[src/rtl/hazard_control_unit_if.sv]
// Pipeline-to-hazard-unit bundle: stage register fields in, stall/flush/forward controls out.
// The pipeline side uses the master modport; the hazard unit uses the slave modport.
interface hazard_control_unit_if;
  logic [4:0]  RS1_D, RS2_D;
  logic [4:0]  RS1_E, RS2_E;
  logic [4:0]  RD_E, RD_M, RD_W;
  logic        REG_W_En_M, REG_W_En_W;
  logic [1:0]  Result_Src_Sel_E;
  logic        PC_Src_Sel_E;
  logic        MEM_Access_M;
  logic        MEM_Ready_M;
  logic        Stall_F, Stall_D;
  logic        Flush_D, Flush_E;
  logic        Stall_E, Stall_M;
  logic        Flush_W;
  logic [1:0]  Forward_A_E, Forward_B_E;
  logic        MEM_Timeout_Err;
  logic [31:0] Stall_Count, Flush_Count;

  modport master (
    output RS1_D, RS2_D, RS1_E, RS2_E, RD_E, RD_M, RD_W,
           REG_W_En_M, REG_W_En_W, Result_Src_Sel_E, PC_Src_Sel_E,
           MEM_Access_M, MEM_Ready_M,
    input  Stall_F, Stall_D, Flush_D, Flush_E, Stall_E, Stall_M, Flush_W,
           Forward_A_E, Forward_B_E, MEM_Timeout_Err, Stall_Count, Flush_Count
  );

  modport slave (
    input  RS1_D, RS2_D, RS1_E, RS2_E, RD_E, RD_M, RD_W,
           REG_W_En_M, REG_W_En_W, Result_Src_Sel_E, PC_Src_Sel_E,
           MEM_Access_M, MEM_Ready_M,
    output Stall_F, Stall_D, Flush_D, Flush_E, Stall_E, Stall_M, Flush_W,
           Forward_A_E, Forward_B_E, MEM_Timeout_Err, Stall_Count, Flush_Count
  );
endinterface

[src/rtl/hazard_control_unit.sv]
// Stall/flush/forward control for the 5-stage pipeline registers (INIT/RUN/MEM_WAIT FSM).
// Optional perf counters are built when HAZARD_PERF_CNT_EN is defined.
module hazard_control_unit #(
  parameter int RESET_FLUSH_CYCLES = 4,
  parameter int MEM_TIMEOUT        = 16
) (
  input logic CLK,
  input logic RST,
  hazard_control_unit_if.slave hz
);

  localparam int FW = $clog2(RESET_FLUSH_CYCLES + 1);
  localparam int WW = $clog2(MEM_TIMEOUT + 1);
  localparam logic [FW-1:0] FLUSH_LAST = FW'(RESET_FLUSH_CYCLES - 1);
  localparam logic [WW-1:0] WAIT_LIMIT = WW'(MEM_TIMEOUT);

  typedef enum logic [1:0] {INIT, RUN, MEM_WAIT} state_t;

  state_t        state;
  logic [FW-1:0] flush_cnt;
  logic [WW-1:0] wait_cnt;
  logic          timeout_err;

  logic stall_f, stall_d, flush_d, flush_e, stall_e, stall_m, flush_w;
  logic load_use, mem_block, timeout_hit;

  // Writers in M take precedence over W; x0 is hard-wired zero and never forwarded.
  function automatic logic [1:0] fwd_sel(input logic [4:0] rs,
                                         input logic en_m, input logic [4:0] rd_m,
                                         input logic en_w, input logic [4:0] rd_w);
    if (en_m && (rd_m != 5'd0) && (rd_m == rs))
      return 2'b10;
    else if (en_w && (rd_w != 5'd0) && (rd_w == rs))
      return 2'b01;
    else
      return 2'b00;
  endfunction

  assign load_use    = (hz.Result_Src_Sel_E == 2'b01) && (hz.RD_E != 5'd0) &&
                       ((hz.RD_E == hz.RS1_D) || (hz.RD_E == hz.RS2_D));
  assign mem_block   = hz.MEM_Access_M && !hz.MEM_Ready_M;
  assign timeout_hit = (state == MEM_WAIT) && !hz.MEM_Ready_M && (wait_cnt == WAIT_LIMIT);

  always_comb begin
    stall_f = 1'b0;
    stall_d = 1'b0;
    flush_d = 1'b0;
    flush_e = 1'b0;
    stall_e = 1'b0;
    stall_m = 1'b0;
    flush_w = 1'b0;
    if (RST || (state == INIT)) begin
      stall_f = 1'b1;
      flush_d = 1'b1;
      flush_e = 1'b1;
      flush_w = 1'b1;
    end else if ((state == MEM_WAIT) && !hz.MEM_Ready_M && !timeout_hit) begin
      stall_f = 1'b1;
      stall_d = 1'b1;
      stall_e = 1'b1;
      stall_m = 1'b1;
      flush_w = 1'b1;
    end else if ((state == RUN) || (state == MEM_WAIT)) begin
      // A ready or abandoned wait releases the pipe and re-evaluates hazards like RUN.
      if ((state == RUN) && mem_block) begin
        stall_f = 1'b1;
        stall_d = 1'b1;
        stall_e = 1'b1;
        stall_m = 1'b1;
        flush_w = 1'b1;
      end else if (hz.PC_Src_Sel_E) begin
        flush_d = 1'b1;
        flush_e = 1'b1;
      end else if (load_use) begin
        stall_f = 1'b1;
        stall_d = 1'b1;
        flush_e = 1'b1;
      end
      if (timeout_hit)
        flush_w = 1'b1;
    end
  end

  always_ff @(posedge CLK) begin
    if (RST) begin
      state       <= INIT;
      flush_cnt   <= '0;
      wait_cnt    <= '0;
      timeout_err <= 1'b0;
    end else begin
      case (state)
        INIT: begin
          if (flush_cnt == FLUSH_LAST) begin
            state     <= RUN;
            flush_cnt <= '0;
          end else begin
            flush_cnt <= flush_cnt + 1'b1;
          end
        end
        RUN: begin
          if (mem_block) begin
            state    <= MEM_WAIT;
            wait_cnt <= WW'(1);
          end
        end
        MEM_WAIT: begin
          if (hz.MEM_Ready_M) begin
            state    <= RUN;
            wait_cnt <= '0;
          end else if (wait_cnt == WAIT_LIMIT) begin
            state       <= RUN;
            wait_cnt    <= '0;
            timeout_err <= 1'b1;
          end else begin
            wait_cnt <= wait_cnt + 1'b1;
          end
        end
        default: begin
          state <= INIT;
        end
      endcase
    end
  end

`ifdef HAZARD_PERF_CNT_EN
  logic [31:0] stall_count, flush_count;

  function automatic logic [31:0] sat_inc(input logic [31:0] v);
    return (v == 32'hFFFF_FFFF) ? v : v + 32'd1;
  endfunction

  always_ff @(posedge CLK) begin
    if (RST) begin
      stall_count <= '0;
      flush_count <= '0;
    end else begin
      if (((state == RUN) || (state == MEM_WAIT)) && stall_f)
        stall_count <= sat_inc(stall_count);
      if ((state == RUN) && flush_e)
        flush_count <= sat_inc(flush_count);
    end
  end

  assign hz.Stall_Count = stall_count;
  assign hz.Flush_Count = flush_count;
`else
  assign hz.Stall_Count = 32'h0;
  assign hz.Flush_Count = 32'h0;
`endif

  assign hz.Stall_F         = stall_f;
  assign hz.Stall_D         = stall_d;
  assign hz.Flush_D         = flush_d;
  assign hz.Flush_E         = flush_e;
  assign hz.Stall_E         = stall_e;
  assign hz.Stall_M         = stall_m;
  assign hz.Flush_W         = flush_w;
  assign hz.MEM_Timeout_Err = timeout_err;
  assign hz.Forward_A_E     = fwd_sel(hz.RS1_E, hz.REG_W_En_M, hz.RD_M, hz.REG_W_En_W, hz.RD_W);
  assign hz.Forward_B_E     = fwd_sel(hz.RS2_E, hz.REG_W_En_M, hz.RD_M, hz.REG_W_En_W, hz.RD_W);

endmodule

[src/flat_wrapper.sv]
// flat-port wrapper written by rule: the top's interface ports become plain ports
module hazard_control_unit_flat 
#(
  parameter int RESET_FLUSH_CYCLES = 4,
  parameter int MEM_TIMEOUT        = 16
)
  (CLK, RST, hz_RS1_D, hz_RS2_D, hz_RS1_E, hz_RS2_E, hz_RD_E, hz_RD_M, hz_RD_W, hz_REG_W_En_M, hz_REG_W_En_W, hz_Result_Src_Sel_E, hz_PC_Src_Sel_E, hz_MEM_Access_M, hz_MEM_Ready_M, hz_Stall_F, hz_Stall_D, hz_Flush_D, hz_Flush_E, hz_Stall_E, hz_Stall_M, hz_Flush_W, hz_Forward_A_E, hz_Forward_B_E, hz_MEM_Timeout_Err, hz_Stall_Count, hz_Flush_Count);
  hazard_control_unit_if hz_i ();
  input logic CLK;
  input logic RST;
  input wire logic [$bits(hz_i.RS1_D)-1:0] hz_RS1_D;
  input wire logic [$bits(hz_i.RS2_D)-1:0] hz_RS2_D;
  input wire logic [$bits(hz_i.RS1_E)-1:0] hz_RS1_E;
  input wire logic [$bits(hz_i.RS2_E)-1:0] hz_RS2_E;
  input wire logic [$bits(hz_i.RD_E)-1:0] hz_RD_E;
  input wire logic [$bits(hz_i.RD_M)-1:0] hz_RD_M;
  input wire logic [$bits(hz_i.RD_W)-1:0] hz_RD_W;
  input wire logic [$bits(hz_i.REG_W_En_M)-1:0] hz_REG_W_En_M;
  input wire logic [$bits(hz_i.REG_W_En_W)-1:0] hz_REG_W_En_W;
  input wire logic [$bits(hz_i.Result_Src_Sel_E)-1:0] hz_Result_Src_Sel_E;
  input wire logic [$bits(hz_i.PC_Src_Sel_E)-1:0] hz_PC_Src_Sel_E;
  input wire logic [$bits(hz_i.MEM_Access_M)-1:0] hz_MEM_Access_M;
  input wire logic [$bits(hz_i.MEM_Ready_M)-1:0] hz_MEM_Ready_M;
  output wire logic [$bits(hz_i.Stall_F)-1:0] hz_Stall_F;
  output wire logic [$bits(hz_i.Stall_D)-1:0] hz_Stall_D;
  output wire logic [$bits(hz_i.Flush_D)-1:0] hz_Flush_D;
  output wire logic [$bits(hz_i.Flush_E)-1:0] hz_Flush_E;
  output wire logic [$bits(hz_i.Stall_E)-1:0] hz_Stall_E;
  output wire logic [$bits(hz_i.Stall_M)-1:0] hz_Stall_M;
  output wire logic [$bits(hz_i.Flush_W)-1:0] hz_Flush_W;
  output wire logic [$bits(hz_i.Forward_A_E)-1:0] hz_Forward_A_E;
  output wire logic [$bits(hz_i.Forward_B_E)-1:0] hz_Forward_B_E;
  output wire logic [$bits(hz_i.MEM_Timeout_Err)-1:0] hz_MEM_Timeout_Err;
  output wire logic [$bits(hz_i.Stall_Count)-1:0] hz_Stall_Count;
  output wire logic [$bits(hz_i.Flush_Count)-1:0] hz_Flush_Count;
  assign hz_i.RS1_D = hz_RS1_D;
  assign hz_i.RS2_D = hz_RS2_D;
  assign hz_i.RS1_E = hz_RS1_E;
  assign hz_i.RS2_E = hz_RS2_E;
  assign hz_i.RD_E = hz_RD_E;
  assign hz_i.RD_M = hz_RD_M;
  assign hz_i.RD_W = hz_RD_W;
  assign hz_i.REG_W_En_M = hz_REG_W_En_M;
  assign hz_i.REG_W_En_W = hz_REG_W_En_W;
  assign hz_i.Result_Src_Sel_E = hz_Result_Src_Sel_E;
  assign hz_i.PC_Src_Sel_E = hz_PC_Src_Sel_E;
  assign hz_i.MEM_Access_M = hz_MEM_Access_M;
  assign hz_i.MEM_Ready_M = hz_MEM_Ready_M;
  assign hz_Stall_F = hz_i.Stall_F;
  assign hz_Stall_D = hz_i.Stall_D;
  assign hz_Flush_D = hz_i.Flush_D;
  assign hz_Flush_E = hz_i.Flush_E;
  assign hz_Stall_E = hz_i.Stall_E;
  assign hz_Stall_M = hz_i.Stall_M;
  assign hz_Flush_W = hz_i.Flush_W;
  assign hz_Forward_A_E = hz_i.Forward_A_E;
  assign hz_Forward_B_E = hz_i.Forward_B_E;
  assign hz_MEM_Timeout_Err = hz_i.MEM_Timeout_Err;
  assign hz_Stall_Count = hz_i.Stall_Count;
  assign hz_Flush_Count = hz_i.Flush_Count;
  hazard_control_unit #(.RESET_FLUSH_CYCLES(RESET_FLUSH_CYCLES), .MEM_TIMEOUT(MEM_TIMEOUT)) u_core (.CLK(CLK), .RST(RST), .hz(hz_i));
endmodule
[config.mk]
export PLATFORM = sky130hd
export DESIGN_NAME = hazard_control_unit_flat
export DESIGN_NICKNAME = d
export VERILOG_FILES = /design/src/rtl/hazard_control_unit_if.sv /design/src/rtl/hazard_control_unit.sv /design/src/flat_wrapper.sv
export SDC_FILE = /design/constraint.sdc
export NUM_CORES = 1
export LEC_CHECK = 0
export ABC_CLOCK_PERIOD_IN_PS = 1600
export BUFFER_PORTS_ARGS = -buffer_cell sky130_fd_sc_hd__buf_4
export CORE_ASPECT_RATIO = 0.5
export CORE_MARGIN = 2
export CORE_UTILIZATION = 35
export CTS_BUF_LIST = sky130_fd_sc_hd__clkbuf_8
export CTS_CLUSTER_DIAMETER = 200
export CTS_CLUSTER_SIZE = 10
export DETAILED_ROUTE_END_ITERATION = 8
export PLACE_DENSITY = 0.74
export SYNTH_ARGS = -nofsm -noshare
export SYNTH_HDL_FRONTEND = slang
export SYNTH_SLANG_ARGS = --single-unit
[constraint.sdc]
create_clock -name CLK -period 1.6 [get_ports CLK]
set_clock_uncertainty 0.05 [all_clocks]
set_input_delay 0.32 -clock CLK [delete_from_list [all_inputs] [get_ports CLK]]
set_output_delay 0.32 -clock CLK [all_outputs]
set_load 0.05 [all_outputs]
==> results of run 1 <==
power groups by stage:
stage	Sequential, mW	Clock [mW]	Combinational [mW]
4_1_cts	0.372	0.272	1.62
6_report	0.371	0.264	1.70
2_1_floorplan	0.379	0	1.18
3_3_place_gp	0.374	0	1.45
5_1_grt	0.376	0.297	1.81
3_5_place_dp	0.377	0	1.49
cells in the final DEF, fill, tap and decap left out, drive strengths merged, types with 2 or more instances in the layout:
cell type  Yosys  layout
a21oi          5       5
mux2i          2       2
nand3          7       7
nand2b         5       5
o21ai          4       4
xor2          26      26
clkbuf         2       3
or4            4       4
nor2b          2       2
nor4           4       4
ha             7       7
a211oi         2       2
nand2          6       6
inv            8       9
xnor2          7       7
conb           1      64
nor2          15      15
buf           65     104
nor3           4       4
dfxtp         11      11
synthesized netlist by cell type, types with 2 or more instances:
cell type / count
nand3_1: 7
buf_4: 65
a21oi_1: 5
nor4_2: 2
nand2_1: 6
a211oi_1: 2
nor2_1: 15
clkbuf_1: 2
dfxtp_1: 11
nor2b_1: 2
nor4_1: 2
inv_1: 8
mux2i_1: 2
nand2b_1: 5
o21ai_0: 2
nor3_1: 4
or4_1: 4
xor2_1: 26
xnor2_1: 7
ha_1: 7
cells by family (layout without fill, tap and decap cells):
logic type	Yosys count	count (layout)
and+or+nand+nor	53	53
xor gates and xnor gates	33	33
buffers and inverters	75	116
AOI/OAI and AO/OA	21	21
adders and majority gates	7	7
DFF	11	11
other	1	64
muxes	3	3
per-stage QoR:
stage               TNS, ns  utilization, %
floorplan             -2.29               -
global route          -4.69            61.9
finish                -3.96            61.9
CTS                   -3.94            60.5
global placement      -2.25            54.8
detailed placement    -2.63            54.8
registers in the layout, summed over array words and instances, names as in the netlist:
register and cells:
u_core.flush_cnt 3, u_core.hz.MEM_Timeout_Err 1, u_core.state 2, u_core.wait_cnt 5
critical path, delay by kind of cell:
family | cells | cell delay (ns)
xor gates and xnor gates | 1 | 0.16
buffers and inverters | 2 | 0.31
and+or+nand+nor | 2 | 0.88
how the worst max path moves through the flow:
stage                                   end  slack [ns]        start  cells past startpoint
final                     hz_Forward_B_E[0]       -0.44  hz_RS2_E[3]                      5
after global routing      hz_Forward_B_E[0]       -0.48   hz_RD_M[1]                      7
after CTS                 hz_Forward_B_E[0]       -0.48   hz_RD_M[1]                      6
after detailed placement  hz_Forward_B_E[0]       -0.54   hz_RD_W[2]                      6
after global placement    hz_Forward_B_E[0]       -0.44   hz_RD_W[2]                      6
after floorplan           hz_Forward_A_E[0]       -0.53   hz_RD_M[4]                      4
per-layer routing:
metal | up-vias | share of wire, % | track usage (%)
met5 | - | 0 | 0
met4 | 0 | 2.8 | 4.11
met3 | 12 | 5.8 | 2.42
met2 | 71 | 56 | 37.8
met1 | 721 | 35 | 16.6
li1 | 765 | - | -
timing repair:
item,4_1_cts,5_1_grt
endpoints found under the setup margin,12,17
setup buffers,8,5
gates resized for setup,36,9
pin swaps,23,9
final cells by class:
class	count	area (um2)
Tap cell	57	71.3
Inverter	8	37.5
Timing Repair Buffer	104	891
Fill cell	358	1680
Clock inverter	1	3.75
Clock buffer	3	41.3
Sequential cell	11	230
Multi-Input combinational cell	181	1450
==> metrics.yaml, run 1 <==
floorplan:
  coreArea_um2: 4400
  design.die.area_um2: 5160
  rows: 17
  start_util_pct: 36.3
  die_y_um: 51.8
  die_w_um: 99.6
  ios: 120
timing:
  setup_slack_ns: -0.442
  hold_ws_ns: 0.383
  period_share_pct: 128
  rsz0062_at_grt: "yes"
  fin_crit_ns: 2.04
  finalMaxSlewViolations: 0
  finalSetupViolCount: 13
  worst_pin_slew_ns: 0.511
  relSlewSlack_pct: 65.4
  hold_viol: 0
  max_freq_ghz: 0.490
placed_design:
  place_area_um2: 2410
  placed_cells: 350
  place.gp.congestion: 0.851
  post-place-ws_ns: -0.540
  port_buffers: 55
  dp_hpwl_mm: 3.48
logic_synthesis:
  synth_cell_types: 40
  yosysWarnings: 0
  yosys.area.top_type: "buf_4"
  synth_edf_count: 0
  synthCells: 204
  syn_avg_cell_area_um2: 7.84
  synth_top_family_by_area: "buffers and inverters"
  synth_ff_type: "dfxtp_1"
  synth-xor-area-share_pct: 18.1
  synth_seq_cells: 11
  synth_top_area_share_pct: 30.5
  syn_area_um2: 1600
  synth.mux.area_fraction_pct: 1.96
  synthAdderAreaFrac_pct: 5.48
  synthSimpleGateAreaFrac_pct: 18.4
  synth_compound_area_share_pct: 9.23
  async_reset_ff_share_pct: 0
  synth_area_leaders: "buf_4, xor2_1, dfxtp_1"
  synth_seq_area_share_pct: 13.8
detailed_routing:
  drt_pre_antenna_iters: 4
  post_drt_wl_per_cell_um: 12.6
  drt_iter0_markers: 29
  vias: 1569
  routed_wl_mm: 4.62
  drc: 0
  ant_nets: 0
  vias_per_cell: 4.30
global_routing:
  grt_pass1_wl_mm: 6.91
  grt-ovfl-total: 0
  grtUsageTotal_pct: 17.0
  antenna_found_initial: 0
  grt_pass1_vias: 1503
  grt_max_degree: 10
worst_setup_path:
  cp.arrival_ns: 1.67
  critPathMaxStageDelay_ns: 0.57
  r2r.worst_path.cells: 9
  worst_ep_required_time_ns: 1.23
  worstPathCellList: "buf_4 > xor2_1 > or4_4 > nor4_4 > buf_6"
  crit_fanout: 2
  cp-start-kind: "input pin"
  r2r_slack_ns: -0.20
  slowest_stage: "or4_4"
  end_kind: "output pin"
  worst-setup-path-type: "in2out"
  r2r-start: "u_core.state[0]"
  r2r_end: "u_core.state[0]"
power:
  comb_power_share_pct: 72.8
  power.switching_mw: 1.14
  power.density_nw_per_um2: 855
  p_int_mw: 1.19
  p_seq_share_pct: 15.9
  fin_total_pwr_mw: 2.33
  ir_drop_mv: 0.702
  cellLeakagePower_nw: 1.29
  clockPowerShare_pct: 11.3
  switching_share_pct: 48.8
final_layout:
  drive_above_1_share_pct: 51.9
  diodes: 0
  fin_nets: 360
  syn2layout_area_growth_pct: 70.4
  postLayoutCellArea_um2: 2730
  fin_cells: 365
clocking:
  cts_tree: "done"
  clkTransAtPathRegs_ns: 0.05
  cts_buffer_depth: 2
  cts_buffers: 3
  cts.htree.levels: 1
  clk_latency_ns: 0.23
  cts_root_buffer: "clkbuf_8"
  clock-sinks: 11
  ctsHoldBuffers: 0
worst_hold_path:
  min-delay-start: "u_core.flush_cnt[2]"
  hp-class: "reg2reg"
  worstHoldEndpoint: "u_core.flush_cnt[2]"
  whs_path_depth: 2
run:
  max-cap-violations: 0
status:
  status: "complete, but fails checks"
  violations: "setup timing"
No activity file was read; power rests on OpenSTA's default activity.
==> inputs of run 2 (changes only) <==
--- a/config.mk
+++ b/config.mk
@@ -5,6 +5,7 @@
 export SDC_FILE = /design/constraint.sdc
 export NUM_CORES = 1
 export LEC_CHECK = 0
+export ABC_AREA = 1
 export ABC_CLOCK_PERIOD_IN_PS = 1600
 export BUFFER_PORTS_ARGS = -buffer_cell sky130_fd_sc_hd__buf_4
 export CORE_ASPECT_RATIO = 0.5
@@ -14,7 +15,7 @@
 export CTS_CLUSTER_DIAMETER = 200
 export CTS_CLUSTER_SIZE = 10
 export DETAILED_ROUTE_END_ITERATION = 8
-export PLACE_DENSITY = 0.74
+export PLACE_DENSITY = 0.73
 export SYNTH_ARGS = -nofsm -noshare
 export SYNTH_HDL_FRONTEND = slang
 export SYNTH_SLANG_ARGS = --single-unit
==> run 2 against run 1 <==
Net effect:
- the flow still finishes with violations (setup timing)
- area after synthesis is 4.9% higher
- power is 11% higher
- sequential share of layout area is 0.46 points higher
- critical path depth is 2 higher
- worst setup slack better by 0.11 ns
- highest routed layer unchanged
- largest power group unchanged
- via count is 2.5% higher
- critical path type is now reg2out
- clock power is 7.6% higher
==> metrics.yaml, run 2 <==
final_layout:
  syn2layout_area_growth_pct: 54.2
  postLayoutCoreUtil_pct: 57.3  # -4.6 points
  multi_input_area_um2: 1370  # -5.9%
  seqCellArea_um2: 230  # unchanged
  regMostFlops: "u_core.wait_cnt"
  fin_cells: 400  # +9.6%
  largest_reg_flops: 5  # unchanged
  fin_nets: 386  # +7.2%
  postLayoutCellArea_um2: 2580  # -5.1%
  final_common_cell: "conb_1"
  diodes: 0  # unchanged
  drive_above_1_share_pct: 42.8  # -9.1 points
  final_cell_mix: "conb_1, buf_4, nand2_1"
  largest_registers: "u_core.wait_cnt (5), u_core.flush_cnt (3), u_core.state (2)"
  fillers: 377  # +5.3%
power:
  power.density_nw_per_um2: 1000  # +17%
  cellLeakagePower_nw: 1.28  # -1.2%
  fin_total_pwr_mw: 2.59  # +11%
  ir_drop_mv: 0.358  # -49%
timing:
  period_share_pct: 121  # -7.1 points
  max_freq_ghz: 0.519  # +5.9%
  fin_crit_ns: 1.93  # -0.113 ns
  fin_setup_tns_ns: -2.20  # +1.76 ns
  finalSetupViolCount: 12  # -1
  finalMaxSlewViolations: 0  # unchanged
  hold_viol: 0  # unchanged
  rsz0062_at_grt: "yes"
  hold_ws_ns: 0.241  # -0.143 ns
  setup_slack_ns: -0.329  # +0.113 ns
detailed_routing:
  drt_iter0_markers: 28  # -3.4%
  routed_wl_mm: 4.34  # -6.0%
  drc: 0  # unchanged
  drt_pre_antenna_iters: 4  # unchanged
  post_drt_wl_per_cell_um: 10.9  # -14%
  vias_per_cell: 4.02  # -6.4%
  vias: 1609  # +2.5%
  ant_nets: 0  # unchanged
global_routing:
  antenna_found_initial: 0  # unchanged
  grt_max_degree: 8  # -2
  grtUsageTotal_pct: 13.5  # -3.5 points
  grt_pass1_wl_mm: 5.78  # -16%
  grt-ovfl-total: 0  # unchanged
  grt_pass1_vias: 1439  # -4.3%
worst_setup_path:
  end_kind: "output pin"
  r2r-start: "u_core.state[1]"
  crit_end: "hz_Stall_D"
  r2r_slack_ns: -0.02  # +0.18 ns
  crit_family: "flip-flops"
  r2r.worst_path.cells: 10  # +1
  path_depth: 7  # +2
  worst_ep_required_time_ns: 1.23  # about the same
  worst-setup-path-type: "reg2out"
  cp.arrival_ns: 1.56  # -0.11 ns
  critPathMaxStageDelay_ns: 0.38  # -0.19 ns
  path_buf_inv: 3  # +1
  crit_fanout: 3  # +1
  critPathLaunch: "u_core.state[1]"
  worstPathCellList: "inv_4 > ha_4 > inv_6 > nor2_4 > nand3_2 > a21oi_4 > buf_6"
  cp-start-kind: "register"
  slowest_stage: "dfxtp_4"
  r2r_end: "u_core.wait_cnt[4]"
logic_synthesis:
  synth_edf_count: 0  # unchanged
  synthCells: 250  # +23%
  synth_compound_area_share_pct: 8.13  # -1.1 points
  synthSimpleGateAreaFrac_pct: 24.7  # +6.3 points
  synthTopCellsByCount: "buf_4, nand2_1, inv_1, nor2_1, xnor2_1"
  synth.mux.area_fraction_pct: 0  # -2.0 points
  synth_ff_type: "dfxtp_1"
  synth_seq_cells: 11  # unchanged
  syn_area_um2: 1680  # +4.9%
  synth-xor-area-share_pct: 11.5  # -6.6 points
  syn_avg_cell_area_um2: 6.71  # -14%
  yosysWarnings: 0  # unchanged
  synth_seq_area_share_pct: 13.1  # -0.64 points
  synthAdderAreaFrac_pct: 5.22  # -0.25 points
  synth_cell_types: 29  # -28%
  yosysMostFrequentCell: "buf_4"
  async_reset_ff_share_pct: 0  # unchanged
  synth_top_family_by_area: "buffers and inverters"
  yosys.area.top_type: "buf_4"
  synth_area_leaders: "buf_4, dfxtp_1, nand2_1"
  synth_top_area_share_pct: 29.1  # -1.4 points
run:
  max-cap-violations: 0  # unchanged
floorplan:
  ios: 120  # unchanged
  coreArea_um2: 4510  # +2.4%
  start_util_pct: 37.2  # +0.86 points
  die_w_um: 102  # +2.3%
  die_y_um: 52.9  # +2.2%
  design.die.area_um2: 5390  # +4.6%
  rows: 17  # unchanged
placed_design:
  port_buffers: 55  # unchanged
  place.gp.congestion: 0.982  # +15%
  placed_cells: 390  # +11%
  place_area_um2: 2270  # -6.0%
  post-place-ws_ns: -0.168  # +0.371 ns
  dp_hpwl_mm: 3.23  # -7.1%
clocking:
  clock-sinks: 11  # unchanged
  cts.htree.levels: 1  # unchanged
  cts_root_buffer: "clkbuf_8"
  clk_latency_ns: 0.25  # +0.02 ns
  cts_buffer_depth: 2  # unchanged
  ctsHoldBuffers: 0  # unchanged
  cts_tree: "done"
  clkTransAtPathRegs_ns: 0.06  # about the same
  cts_buffers: 3  # unchanged
status:
  status: "complete, but fails checks"
  violations: "setup timing"
worst_hold_path:
  hp-class: "in2reg"
run 2: cell count changes after synthesis, sizes merged, moves of 6 or more:
cell,change
o21ai,+8
nand2,+32
inv,+27
a21oi,+6
nor2,+10
xor2,-16
run 2: cells by family (layout without fill, tap and decap cells):
| group | after synthesis | after routing |
|---|---|---|
| flops | 11 | 11 |
| simple gates | 84 | 84 |
| fa+ha+maj | 7 | 7 |
| xor+xnor | 22 | 22 |
| buf+inv | 100 | 121 |
| compound gates | 25 | 25 |
| other cells | 1 | 64 |
run 2: area by class of cell:
type / count / area share [%]
multi-input cells: 202 / 52.8
repair buffers: 82 / 27.6
flip-flops and latches: 11 / 8.91
inverters: 35 / 5.66
well taps: 66 / 3.19
clock buffers: 3 / 1.60
clock inverters: 1 / 0.194
run 2: how the worst min path moves through the flow:
stage | start | endpoint | cells past startpoint
after floorplan | RST | u_core.state[1] | 1
after global placement | u_core.flush_cnt[2] | u_core.flush_cnt[2] | 2
after detailed placement | u_core.flush_cnt[2] | u_core.flush_cnt[2] | 2
after CTS | RST | u_core.state[1] | 2
after global routing | RST | u_core.state[1] | 2
final | RST | u_core.state[1] | 2
run 2: routing by layer:
layer	track usage [%]	part of all wire, %	vias to the layer above	wire length [um]
met5	0	0	-	0
met4	6.67	2.0	0	85
met3	0.793	4.8	6	209
met2	27.2	55	60	2380
met1	14.6	38	723	1670
li1	-	-	820	-
run 2: where the power goes:
| group | internal [mW] | switching (mW) | total (mW) |
|---|---|---|---|
| Clock | 0.171 | 0.112 | 0.284 |
| Sequential | 0.336 | 0.0443 | 0.380 |
| Combinational | 0.776 | 1.15 | 1.93 |
run 2: repair_timing:
action	CTS	global route
pin swaps	7	24
buffers inserted	2	4
endpoints found under the setup margin	11	14
gates resized for setup	12	37
==> inputs of run 3 (changes only) <==
--- a/config.mk
+++ b/config.mk
@@ -10,12 +10,12 @@
 export BUFFER_PORTS_ARGS = -buffer_cell sky130_fd_sc_hd__buf_4
 export CORE_ASPECT_RATIO = 0.5
 export CORE_MARGIN = 2
-export CORE_UTILIZATION = 35
+export CORE_UTILIZATION = 38
 export CTS_BUF_LIST = sky130_fd_sc_hd__clkbuf_8
 export CTS_CLUSTER_DIAMETER = 200
 export CTS_CLUSTER_SIZE = 10
 export DETAILED_ROUTE_END_ITERATION = 8
-export PLACE_DENSITY = 0.73
+export PLACE_DENSITY = 0.78
 export SYNTH_ARGS = -nofsm -noshare
 export SYNTH_HDL_FRONTEND = slang
 export SYNTH_SLANG_ARGS = --single-unit
==> run 3 against run 2 <==
Net effect:
- the flow still finishes with violations (setup timing)
- fmax is 0.41% lower
- critical path depth stayed put
- final area is 1.6% higher
- sequential power is 1% higher
- die area is 7.4% lower
- critical endpoint unchanged
- final cell count is 3.3% lower
- highest routed layer unchanged
- first-iteration DRC count is 21% lower
- critical path type unchanged
==> metrics.yaml, run 3 (same netlist as run 2, synthesis figures left out) <==
final_layout:
  largest_reg_flops: 5  # unchanged
  diodes: 0  # unchanged
  regMostFlops: "u_core.wait_cnt"
  final_cell_mix: "conb_1, buf_4, nand2_1"
  syn2layout_area_growth_pct: 56.6
  largest_registers: "u_core.wait_cnt (5), u_core.flush_cnt (3), u_core.state (2)"
  fillers: 335  # -11%
  fin_nets: 382  # -1.0%
  final_common_cell: "conb_1"
  drive_above_1_share_pct: 43.0  # +0.22 points
detailed_routing:
  drt_iter0_markers: 22  # -21%
  ant_nets: 0  # unchanged
  routed_wl_mm: 4.52  # +4.1%
  drc: 0  # unchanged
  post_drt_wl_per_cell_um: 11.7  # +7.6%
  vias_per_cell: 4.15  # +3.2%
  drt_pre_antenna_iters: 5  # +1
  vias: 1606  # -0.19%
worst_setup_path:
  r2r_slack_ns: -0.01  # about the same
  critPathLaunch: "u_core.state[0]"
  worst_ep_required_time_ns: 1.23  # about the same
  r2r-start: "u_core.state[0]"
  end_kind: "output pin"
  cp.arrival_ns: 1.57  # about the same
  cp-start-kind: "register"
  worst-setup-path-type: "reg2out"
  crit_fanout: 3  # unchanged
run:
  max-cap-violations: 0  # unchanged
clocking:
  cts_buffer_depth: 2  # unchanged
  clock-sinks: 11  # unchanged
  cts_buffers: 3  # unchanged
  cts_root_buffer: "clkbuf_8"
  ctsHoldBuffers: 0  # unchanged
  clk_latency_ns: 0.24  # about the same
  cts_tree: "done"
  clkTransAtPathRegs_ns: 0.05  # about the same
  cts.htree.levels: 1  # unchanged
timing:
  finalMaxSlewViolations: 0  # unchanged
  hold_viol: 0  # unchanged
  setup_slack_ns: -0.336  # -0.00789 ns
  hold_ws_ns: 0.251  # +0.0101 ns
  fin_crit_ns: 1.94  # +0.00789 ns
  period_share_pct: 121  # +0.49 points
  max_freq_ghz: 0.516  # -0.41%
  finalSetupViolCount: 12  # unchanged
  rsz0062_at_grt: "yes"
status:
  status: "complete, but fails checks"
  violations: "setup timing"
global_routing:
  antenna_found_initial: 0  # unchanged
  grt_pass1_wl_mm: 6.26  # +8.2%
  grt_pass1_vias: 1477  # +2.6%
  use_met3_pct: 0.410  # -0.38 points
  grtUsageTotal_pct: 15.2  # +1.7 points
  top_usage_layer: "met2"
  met1_usage_pct: 16.4  # +1.8 points
  grt_max_degree: 8  # unchanged
  grt-ovfl-total: 0  # unchanged
  gr-usage-met2_pct: 32.9  # +5.7 points
power:
  power.density_nw_per_um2: 981  # -2.1%
  ir_drop_mv: 0.481  # +35%
  fin_total_pwr_mw: 2.58  # -0.57%
  cellLeakagePower_nw: 1.28  # +0.29%
floorplan:
  die_w_um: 97.9  # -3.9%
  ios: 120  # unchanged
  die_y_um: 51.0  # -3.7%
  rows: 17  # unchanged
  design.die.area_um2: 4990  # -7.4%
  coreArea_um2: 4320  # -4.2%
  start_util_pct: 38.8  # +1.6 points
worst_hold_path:
  hp-class: "in2reg"
  min-delay-start: "RST"
placed_design:
  dp_hpwl_mm: 3.30  # +1.9%
  port_buffers: 55  # unchanged
  place.gp.congestion: 0.992  # +1.1%
-- run 3: path summary, 6_finish.rpt --
kind / cells past startpoint / to
min reg2reg: 2 / u_core.flush_cnt[2]
min: 2 / u_core.state[1]
max: 7 / hz_Stall_D
max reg2reg: 11 / u_core.wait_cnt[4]
-- run 3: layer usage --
layer  wire, um  vias up  share of wire, %
met3        242        5               5.4
li1           -      807                 -
met1       1710      726                38
met4         59        0               1.3
met2       2500       68                55
met5          0        -                 0
-- run 3: area by class of cell --
class | count | area (um2) | area share, %
Clock inverter | 1 | 5.00 | 0.191
Sequential cell | 11 | 230 | 8.77
Timing Repair Buffer | 78 | 731 | 27.8
Clock buffer | 3 | 41.3 | 1.57
Tap cell | 57 | 71.3 | 2.72
Multi-Input combinational cell | 202 | 1400 | 53.4
Inverter | 35 | 146 | 5.57
-- run 3: critical path: stages (launching register included) --
cell and delay (ns):
dfxtp_4 0.38, inv_6 0.05, ha_4 0.29, inv_4 0.05
o21ai_4 0.15, inv_2 0.08, a21oi_4 0.15, buf_6 0.17
-- run 3: where the power goes --
group	switching, mW	internal [mW]	total (mW)	leakage, nW
combinational	1.14	0.767	1.91	1.17
clock	0.113	0.172	0.285	0.0255
sequential	0.0485	0.336	0.384	0.0919
-- run 3: what timing repair did --
item,in CTS,in global routing
pin swaps,13,28
buffers inserted,1,3
gates resized for setup,25,40
endpoints found under the setup margin,11,13
-- run 3: metrics by stage --
stage | util (%) | TNS [ns] | instances | instance area (um2) | setup WS [ns]
finish | 60.8 | -2.18 | 387 | 2630 | -0.336
global route | 60.8 | -2.67 | 387 | 2630 | -0.370
CTS | 55.5 | -2.02 | 384 | 2400 | -0.326
detailed placement | 51.9 | -0.815 | 379 | 2240 | -0.154
global placement | 51.9 | -0.460 | 379 | 2240 | -0.123
floorplan | - | -1.23 | 313 | 2090 | -0.259
